==> src/rtl/aes_key_schedule.sv <==
// AES-128 key expansion: accepts a cipher key, streams the 11 round keys one per clock
// and keeps them in a buffer that the cipher core reads by round index.
module aes_key_schedule #(
    parameter int NUM_ROUNDS = 10
) (
    input  logic         clk,
    input  logic         rst,
    input  logic         key_valid,
    output logic         key_ready,
    input  logic [127:0] aes_key,
    output logic         rk_valid,
    output logic [3:0]   rk_idx,
    output logic [127:0] rk_out,
    output logic         keys_valid,
    input  logic [3:0]   rd_idx,
    output logic [127:0] rd_key
);
    localparam int         DEPTH    = NUM_ROUNDS + 1;
    localparam logic [3:0] LAST_IDX = 4'(NUM_ROUNDS);

    typedef enum logic {IDLE, EXPAND} state_t;

    localparam logic [7:0] SBOX [0:255] = '{
        8'h63, 8'h7c, 8'h77, 8'h7b, 8'hf2, 8'h6b, 8'h6f, 8'hc5, 8'h30, 8'h01, 8'h67, 8'h2b, 8'hfe, 8'hd7, 8'hab, 8'h76,
        8'hca, 8'h82, 8'hc9, 8'h7d, 8'hfa, 8'h59, 8'h47, 8'hf0, 8'had, 8'hd4, 8'ha2, 8'haf, 8'h9c, 8'ha4, 8'h72, 8'hc0,
        8'hb7, 8'hfd, 8'h93, 8'h26, 8'h36, 8'h3f, 8'hf7, 8'hcc, 8'h34, 8'ha5, 8'he5, 8'hf1, 8'h71, 8'hd8, 8'h31, 8'h15,
        8'h04, 8'hc7, 8'h23, 8'hc3, 8'h18, 8'h96, 8'h05, 8'h9a, 8'h07, 8'h12, 8'h80, 8'he2, 8'heb, 8'h27, 8'hb2, 8'h75,
        8'h09, 8'h83, 8'h2c, 8'h1a, 8'h1b, 8'h6e, 8'h5a, 8'ha0, 8'h52, 8'h3b, 8'hd6, 8'hb3, 8'h29, 8'he3, 8'h2f, 8'h84,
        8'h53, 8'hd1, 8'h00, 8'hed, 8'h20, 8'hfc, 8'hb1, 8'h5b, 8'h6a, 8'hcb, 8'hbe, 8'h39, 8'h4a, 8'h4c, 8'h58, 8'hcf,
        8'hd0, 8'hef, 8'haa, 8'hfb, 8'h43, 8'h4d, 8'h33, 8'h85, 8'h45, 8'hf9, 8'h02, 8'h7f, 8'h50, 8'h3c, 8'h9f, 8'ha8,
        8'h51, 8'ha3, 8'h40, 8'h8f, 8'h92, 8'h9d, 8'h38, 8'hf5, 8'hbc, 8'hb6, 8'hda, 8'h21, 8'h10, 8'hff, 8'hf3, 8'hd2,
        8'hcd, 8'h0c, 8'h13, 8'hec, 8'h5f, 8'h97, 8'h44, 8'h17, 8'hc4, 8'ha7, 8'h7e, 8'h3d, 8'h64, 8'h5d, 8'h19, 8'h73,
        8'h60, 8'h81, 8'h4f, 8'hdc, 8'h22, 8'h2a, 8'h90, 8'h88, 8'h46, 8'hee, 8'hb8, 8'h14, 8'hde, 8'h5e, 8'h0b, 8'hdb,
        8'he0, 8'h32, 8'h3a, 8'h0a, 8'h49, 8'h06, 8'h24, 8'h5c, 8'hc2, 8'hd3, 8'hac, 8'h62, 8'h91, 8'h95, 8'he4, 8'h79,
        8'he7, 8'hc8, 8'h37, 8'h6d, 8'h8d, 8'hd5, 8'h4e, 8'ha9, 8'h6c, 8'h56, 8'hf4, 8'hea, 8'h65, 8'h7a, 8'hae, 8'h08,
        8'hba, 8'h78, 8'h25, 8'h2e, 8'h1c, 8'ha6, 8'hb4, 8'hc6, 8'he8, 8'hdd, 8'h74, 8'h1f, 8'h4b, 8'hbd, 8'h8b, 8'h8a,
        8'h70, 8'h3e, 8'hb5, 8'h66, 8'h48, 8'h03, 8'hf6, 8'h0e, 8'h61, 8'h35, 8'h57, 8'hb9, 8'h86, 8'hc1, 8'h1d, 8'h9e,
        8'he1, 8'hf8, 8'h98, 8'h11, 8'h69, 8'hd9, 8'h8e, 8'h94, 8'h9b, 8'h1e, 8'h87, 8'he9, 8'hce, 8'h55, 8'h28, 8'hdf,
        8'h8c, 8'ha1, 8'h89, 8'h0d, 8'hbf, 8'he6, 8'h42, 8'h68, 8'h41, 8'h99, 8'h2d, 8'h0f, 8'hb0, 8'h54, 8'hbb, 8'h16
    };

    function automatic logic [31:0] sub_word(input logic [31:0] w);
        return {SBOX[w[31:24]], SBOX[w[23:16]], SBOX[w[15:8]], SBOX[w[7:0]]};
    endfunction

    function automatic logic [7:0] rcon(input logic [3:0] r);
        case (r)
            4'd1:    rcon = 8'h01;
            4'd2:    rcon = 8'h02;
            4'd3:    rcon = 8'h04;
            4'd4:    rcon = 8'h08;
            4'd5:    rcon = 8'h10;
            4'd6:    rcon = 8'h20;
            4'd7:    rcon = 8'h40;
            4'd8:    rcon = 8'h80;
            4'd9:    rcon = 8'h1b;
            4'd10:   rcon = 8'h36;
            default: rcon = 8'h00;
        endcase
    endfunction

    // One round of the word recurrence; k[31:0] is the last word of the previous round key.
    function automatic logic [127:0] next_key(input logic [127:0] k, input logic [7:0] rc);
        logic [31:0] t, w0, w1, w2, w3;
        t  = sub_word({k[23:0], k[31:24]}) ^ {rc, 24'h0};
        w0 = k[127:96] ^ t;
        w1 = k[95:64]  ^ w0;
        w2 = k[63:32]  ^ w1;
        w3 = k[31:0]   ^ w2;
        return {w0, w1, w2, w3};
    endfunction

    state_t       state_q, state_d;
    logic [3:0]   cnt_q, cnt_d;
    logic [3:0]   rk_idx_q, rk_idx_d;
    logic [127:0] rk_out_q, rk_out_d;
    logic         rk_valid_q, rk_valid_d;
    logic         keys_valid_q, keys_valid_d;
    logic [127:0] rd_key_q, rd_key_d;
    logic [127:0] key_buf_q [DEPTH];
    logic [127:0] key_buf_d [DEPTH];

    assign key_ready  = (state_q == IDLE);
    assign rk_valid   = rk_valid_q;
    assign rk_idx     = rk_idx_q;
    assign rk_out     = rk_out_q;
    assign keys_valid = keys_valid_q;
    assign rd_key     = rd_key_q;

    always_comb begin
        state_d      = state_q;
        cnt_d        = cnt_q;
        rk_idx_d     = rk_idx_q;
        rk_out_d     = rk_out_q;
        rk_valid_d   = 1'b0;
        keys_valid_d = keys_valid_q;
        case (state_q)
            IDLE: begin
                if (key_valid) begin
                    rk_out_d     = aes_key;
                    rk_idx_d     = 4'd0;
                    rk_valid_d   = 1'b1;
                    cnt_d        = 4'd1;
                    keys_valid_d = 1'b0;
                    state_d      = EXPAND;
                end
            end
            default: begin
                rk_out_d   = next_key(rk_out_q, rcon(cnt_q));
                rk_idx_d   = cnt_q;
                rk_valid_d = 1'b1;
                cnt_d      = cnt_q + 4'd1;
                if (cnt_q == LAST_IDX) begin
                    keys_valid_d = 1'b1;
                    cnt_d        = 4'd0;
                    state_d      = IDLE;
                end
            end
        endcase
    end

    // Every streamed key lands in the buffer slot of its round index on the same edge.
    always_comb begin
        for (int i = 0; i < DEPTH; i++) begin
            key_buf_d[i] = key_buf_q[i];
            if (rk_valid_d && rk_idx_d == 4'(i)) begin
                key_buf_d[i] = rk_out_d;
            end
        end
        rd_key_d = '0;
        if (rd_idx <= LAST_IDX) begin
            rd_key_d = key_buf_q[rd_idx];
        end
    end

    always_ff @(posedge clk or posedge rst) begin
        if (rst) begin
            state_q      <= IDLE;
            cnt_q        <= 4'd0;
            rk_idx_q     <= 4'd0;
            rk_out_q     <= '0;
            rk_valid_q   <= 1'b0;
            keys_valid_q <= 1'b0;
            rd_key_q     <= '0;
            for (int i = 0; i < DEPTH; i++) begin
                key_buf_q[i] <= '0;
            end
        end else begin
            state_q      <= state_d;
            cnt_q        <= cnt_d;
            rk_idx_q     <= rk_idx_d;
            rk_out_q     <= rk_out_d;
            rk_valid_q   <= rk_valid_d;
            keys_valid_q <= keys_valid_d;
            rd_key_q     <= rd_key_d;
            for (int i = 0; i < DEPTH; i++) begin
                key_buf_q[i] <= key_buf_d[i];
            end
        end
    end
endmodule
==> config.mk <==
export PLATFORM = sky130hd
export DESIGN_NAME = aes_key_schedule
export DESIGN_NICKNAME = d
export VERILOG_FILES = /design/src/rtl/aes_key_schedule.sv
export SDC_FILE = /design/constraint.sdc
export NUM_CORES = 2
export LEC_CHECK = 0
export ABC_AREA = 1
export CORE_MARGIN = 3
export CORE_UTILIZATION = 38
export CTS_BUF_LIST = sky130_fd_sc_hd__clkbuf_4 sky130_fd_sc_hd__clkbuf_8
export DETAILED_ROUTE_END_ITERATION = 10
export SLEW_MARGIN = 20
export SYNTH_ARGS = -nofsm -noshare
export SYNTH_HDL_FRONTEND = slang
export SYNTH_SLANG_ARGS = --single-unit
==> constraint.sdc <==
create_clock -name clk -period 69.2 [get_ports clk]
set_input_delay 20.76 -clock clk [delete_from_list [all_inputs] [get_ports clk]]
set_output_delay 20.76 -clock clk [all_outputs]
set_load 0.01 [all_outputs]
**Word-level counts from Yosys, hierarchy flattened**

Memory sizes are Yosys's and may differ from the RTL's.
Cells that the tools add are included.

- Memory bits (writable): 0
- Input bits: 135
- Bits in latches: 0
- Output and inout port bits: 263
- Memory bits (read-only): 8,320
- Memories: 5
- Logic and storage cells: 94
- Register bits after elaboration: 1,675

Memories:

| memory | depth | width | read ports | clocked after Yosys merged registers in | wr ports | RTL line | text |
|---|---|---|---|---|---|---|---|
| (name not given) | 256 | 8 | 1 | 0 | 0 | 43 | `return {SBOX[w[31:24]], SBOX[w[23:16]], SBOX[w[15:8]], SBOX[w[7:0]]};` |
| (name not given) | 256 | 8 | 1 | 0 | 0 | 43 |  |
| (name not given) | 256 | 8 | 1 | 0 | 0 | 43 |  |
| (name not given) | 256 | 8 | 1 | 0 | 0 | 43 |  |
| (name not given) | 16 | 8 | 1 | 0 | 0 | 47 | `case (r)` |

- Add/subtract/negate cells: 1
- Eq/ne operators: 12
- Bitwise gates (word level): 11
- Shifts and indexed selects: 0
- Multiplexer cells: 27
- Order comparisons: 6
- Reductions and logical operators: 14
- Multipliers: 0
- Divide/modulo/power cells: 0

Operators by type and width:

| operator | count |
|---|---|
| $mux 128 | 5 |
| $bmux 128 s4 | 1 |
| $xor 32x32->32 | 5 |
| $mux 8 | 9 |
| $ge 9x9->1 const B | 4 |
| $not 8->9 | 4 |
| $mux 4 | 5 |
| $eq 4x3->1 const B | 4 |
| $eq 4x4->1 const B | 4 |
| $logic_and 1x1->1 | 11 |
| $eq 4x2->1 const B | 2 |
| $mux 1 | 7 |
| $ge 5x5->1 const B | 1 |
| $not 4->5 | 1 |
| $add 4x1->4 const B | 1 |
| $eq 4x1->1 const B | 1 |
| $le 4x4->1 const B | 1 |
| $logic_not 4->1 | 1 |
| $ne 2x1->1 const B | 1 |
| $reduce_and 2->1 | 1 |
| $reduce_bool 2->1 | 1 |
| $not 1->1 | 1 |

**Longest topological paths before layout**

- Depth in word-level cells: 10
- Mapped depth: 26
- Gate-level depth less buffers: 23

**Least setup slack after synthesis**

No wires, ideal clock.

- Kind: input to register
- From: input port key_valid
- To: register key_buf_q[384] (netlist name)
- Data arrival time: 22.359 ns
- Required time: 69.134 ns
- Library setup time: 0.066 ns
- Path slack: 46.775 ns
- Stages: 10
- Buffers on the path: 3
- Cell sequence: nor2_1 -> a22oi_1 -> nor2_1 -> inv_1 -> nor3_1 -> clkbuf_1 -> clkbuf_1 -> buf_1 -> nand2_1 -> nand2_1

- Word-level cells in the longest chain between the ends: 4
- Elaborated cells between the ends (all ways): 8
- Classes of those cells: eq/ne (1); mux (6); reduce/logical (1)

Ends and longest elaborated chain:

| element | RTL line | text |
|---|---|---|
| start, declared | 8 | `input logic key_valid,` |
| $mux 4 | 99 | `if (key_valid) begin` |
| $mux 4 | 97 | `case (state_q)` |
| $eq 4x3->1 | 126 | `if (rk_valid_d && rk_idx_d == 4'(i)) begin` |
| $logic_and 1x1->1 | 126 |  |
| end signal, assigned by index | 157 | `key_buf_q[i] <= key_buf_d[i];` |
| end, declared | 80 | `logic [127:0] key_buf_q [DEPTH];` |

Parallel ways exist; a longest one is shown, timed or not.
A chain may end at the register's enable or synchronous reset.

==> impl_metrics.toml <==
[sta]
fmax_mhz = 40.2
finalClockSkew_ps = 90.0
endpoints_failing_setup = 0
worst_hold_slack_ps = 473
period_share_pct = 35.9
grt_setup_unrepaired = "no"
finalSetupTns_ps = 0
report.final.hold_viol_count = 0
min_period_ps = 24870
slew_viol_final = 0
max_slew.worst_pin.slew_ps = 1260
finalWorstSetupSlack_ps = 44330
worst_slew_margin_rel_pct = 15.9

[synthesis]
number_of_enable_flip_flop_cells_after_synthesis = 0
post_synth_mux_area_share_pct = 0
synth-async-reset-ratio_pct = 100
synthesized_flop_and_latch_total = 1675
synth_top_flop_cell = "dfrtp_1"
synthSimpleGateAreaFrac_pct = 29.6
synth_xor_xnor_area_share_pct = 0.0909
synth.cell_area_sq_mm = 0.0867
post_synth_inst_count = 11574
synth_top_family_by_area = "simple AND/OR/NAND/NOR gates"
compound_gate_portion_of_the_synthesized_area_pct = 14.0
syn_avg_cell_area_sq_um = 7.49
ys_seq_area_share_pct = 48.3
ys_warn_count = 0
ys_types = 37
synth_adder_area_share_pct = 0.932
synth_fp_nets = 11773

[floorplanning]
placementRows = 174
start_util_pct = 38.4
die_height_um = 484
core_region_area_sq_mm = 0.226
die-area_sq_mm = 0.234
die_width_um = 484
ios = 398

[detailed_routing]
detail_route.iter0.violations = 11102
detail_route.first_pass.iterations = 7
drt_wl_total_mm = 415
avgViaCountPerCell = 5.88
drt-wirelength-per-cell_um = 28.0
drtAntennaViolNets = 0
route.vias.total = 87025
route.detailed.drc = 0

[power]
p_switching_mw = 3.50
total_leakage_power_nw = 47.6
clock_power_share_pct = 15.9
power.share.combinational_pct = 56.8
internal_power_mw = 2.96
share_seq_of_total_power_pct = 27.4
swShare_pct = 54.2
ir_drop_v = 0.0000461
power-per-cell-area_mw_per_mm2 = 65.3

[clock_network]
clk_path_buf_depth = 4
clk_transition_reported_paths_ps = 60
total_cts_buffers = 311
hold_buffers = 0
tritoncts = "built"
post-cts-setup-buffer-count = 0
cts-resized-gates = 0
cts_max_level = 5
cts_num_sinks = 1675
library_cell_used_as_clock_root_buffer = "clkbuf_8"
clkLatencyLatePin_ps = 1120

[final_layout]
num-fill-cells = 22677
most-common-layout-cells = "4319 x nand2_1, 1666 x dfrtp_1, 1405 x nand3_1, 949 x o21ai_0, 578 x inv_1"
drive_gt1_share_pct = 6.77
synthToLayoutAreaGrowth_pct = 14.1
mostFrequentLayoutCell = "nand2_1"
fin_nets = 11781

[critical_path]
required_ps = 70230
critPathBufInv = 7
max_stage_delay_ps = 870
critPathArrivalTime_ps = 25900
critical_path.cell_chain = "clkdlybuf4s50_1 -> inv_8 -> buf_4 -> buf_4 -> buf_4 -> buf_4 -> buf_4"
setup.worst_path.class = "in -> async"
cp_common_cell = "buf_4"
cp_top_family = "buffers and inverters"
crit_path_max_fanout = 93
crit_slowest_cell = "buf_4"
end_kind = "asynchronous set/reset pin"
setup.worst_path.start_class = "input pin"

[placement]
place_congestion = 1.03
detailedPlace.worstSlack_ps = 43040
hpwl_reported_at_the_end_of_detailed_placement_mm = 260
io_buffers = 397

[global_route]
grt_pass1_wl_mm = 597
grt_antenna_before_repair = 18
grt_util_overall_pct = 34.5
maximum_number_of_pins_on_one_net_before_global_route_repair = 194
global_route.overflow_total = 0
grt_pass1_vias = 82725

[run_status]
run_status = "finished, final reports clean"

[hold_path]
min-delay-path-class = "reg -> reg"

[job]
max_cap_viol_count = 0
synthesized netlist by cell type (77+ instances only):
| cell | n | area [sq um] |
|---|---|---|
| a31oi_1 | 200 | 1250 |
| inv_1 | 590 | 2210 |
| a21oi_1 | 321 | 1610 |
| nand2_1 | 4319 | 16200 |
| a221oi_1 | 77 | 674 |
| nor2_1 | 499 | 1870 |
| nand3_1 | 1405 | 7030 |
| a32o_1 | 128 | 1280 |
| clkbuf_1 | 565 | 2120 |
| o21ai_0 | 952 | 4760 |
| buf_2 | 142 | 711 |
| buf_1 | 92 | 345 |
| dfrtp_1 | 1675 | 41900 |
| a22oi_1 | 214 | 1610 |
power groups by stage:
stage	combinational (mW)	clock [mW]	sequential, mW
floorplan	2.13	0	1.69
finish	3.67	1.02	1.77
detailed placement	3.55	0	1.77
CTS	3.56	1.04	1.76
global route	3.92	1.08	1.81
global placement	3.51	0	1.76
registers in the layout (all words and copies together), names as in the netlist:
name	flops
keys_valid	1
rk_out	128
rk_idx	4
state_q	1
cnt_q	4
rd_key	128
rk_valid	1
key_buf_q	1408
final timing paths:
| check | startpoint | end | slack (ps) | cells past startpoint |
|---|---|---|---|---|
| worst max-delay path | rst | key_buf_q[1358] | 44330 | 7 |
| worst min-delay path | key_buf_q[214] | key_buf_q[214] | 470 | 2 |
| worst max register to register | rk_out[1] | key_buf_q[296] | 63580 | 18 |
| worst min register to register | key_buf_q[214] | key_buf_q[214] | 470 | 2 |
| max in group clk | key_valid | key_buf_q[759] | 44890 | 14 |
| min in group asynchronous | rst | rk_out[16] | 20210 | 2 |
cell families after synthesis:
logic type      Yosys count
simple gates           6302
fa+ha+maj                64
buf+inv                1493
xor+xnor                  9
compound gates         2031
flops                  1675
per-layer routing:
metal,up-vias,track usage [%],wire length [um]
li1,38194,-,-
met1,42706,46.1,166000
met2,5136,49.8,174000
met3,985,7.39,41800
met4,4,23.8,33200
met5,-,0,34
worst reg2reg max path, stage by stage, from the launching register on:
cell     delay (ps)
dfrtp_1         380
buf_4           340
inv_1           420
ha_1            680
nand2_1         590
nand3_1         270
nand3_1         140
nand3_1         140
nand3_1         140
nand3_1         210
nand2_1         100
nand2_1         110
nand2_1         370
nand2_1         220
nand3_1         110
nand3_1          90
nand3_1         790
nand2_1         250
o21ai_0         130
cell type report:
class	count	area, sq um	area share (%)
tap	2992	3740	3.78
multi-input combinational	8406	38800	39.2
timing repair buffer	570	5470	5.53
clock inverter	47	612	0.618
antenna	15	37.5	0.0379
inverter	618	2400	2.42
sequential	1675	41900	42.4
clock buffer	469	5930	5.99
through the flow:
| stage | total power, mW | area (sq um) | utilization, % | cells |
|---|---|---|---|---|
| floorplan | 3.82 | 86700 | - | 11574 |
| global placement | 5.27 | 92300 | 40.8 | 14258 |
| detailed placement | 5.32 | 92300 | 40.8 | 14258 |
| CTS | 6.36 | 98800 | 43.7 | 14774 |
| global route | 6.81 | 98900 | 43.8 | 14783 |
| finish | 6.46 | 98900 | 43.8 | 14792 |
Note: power is estimated with default switching activity, not from simulation.
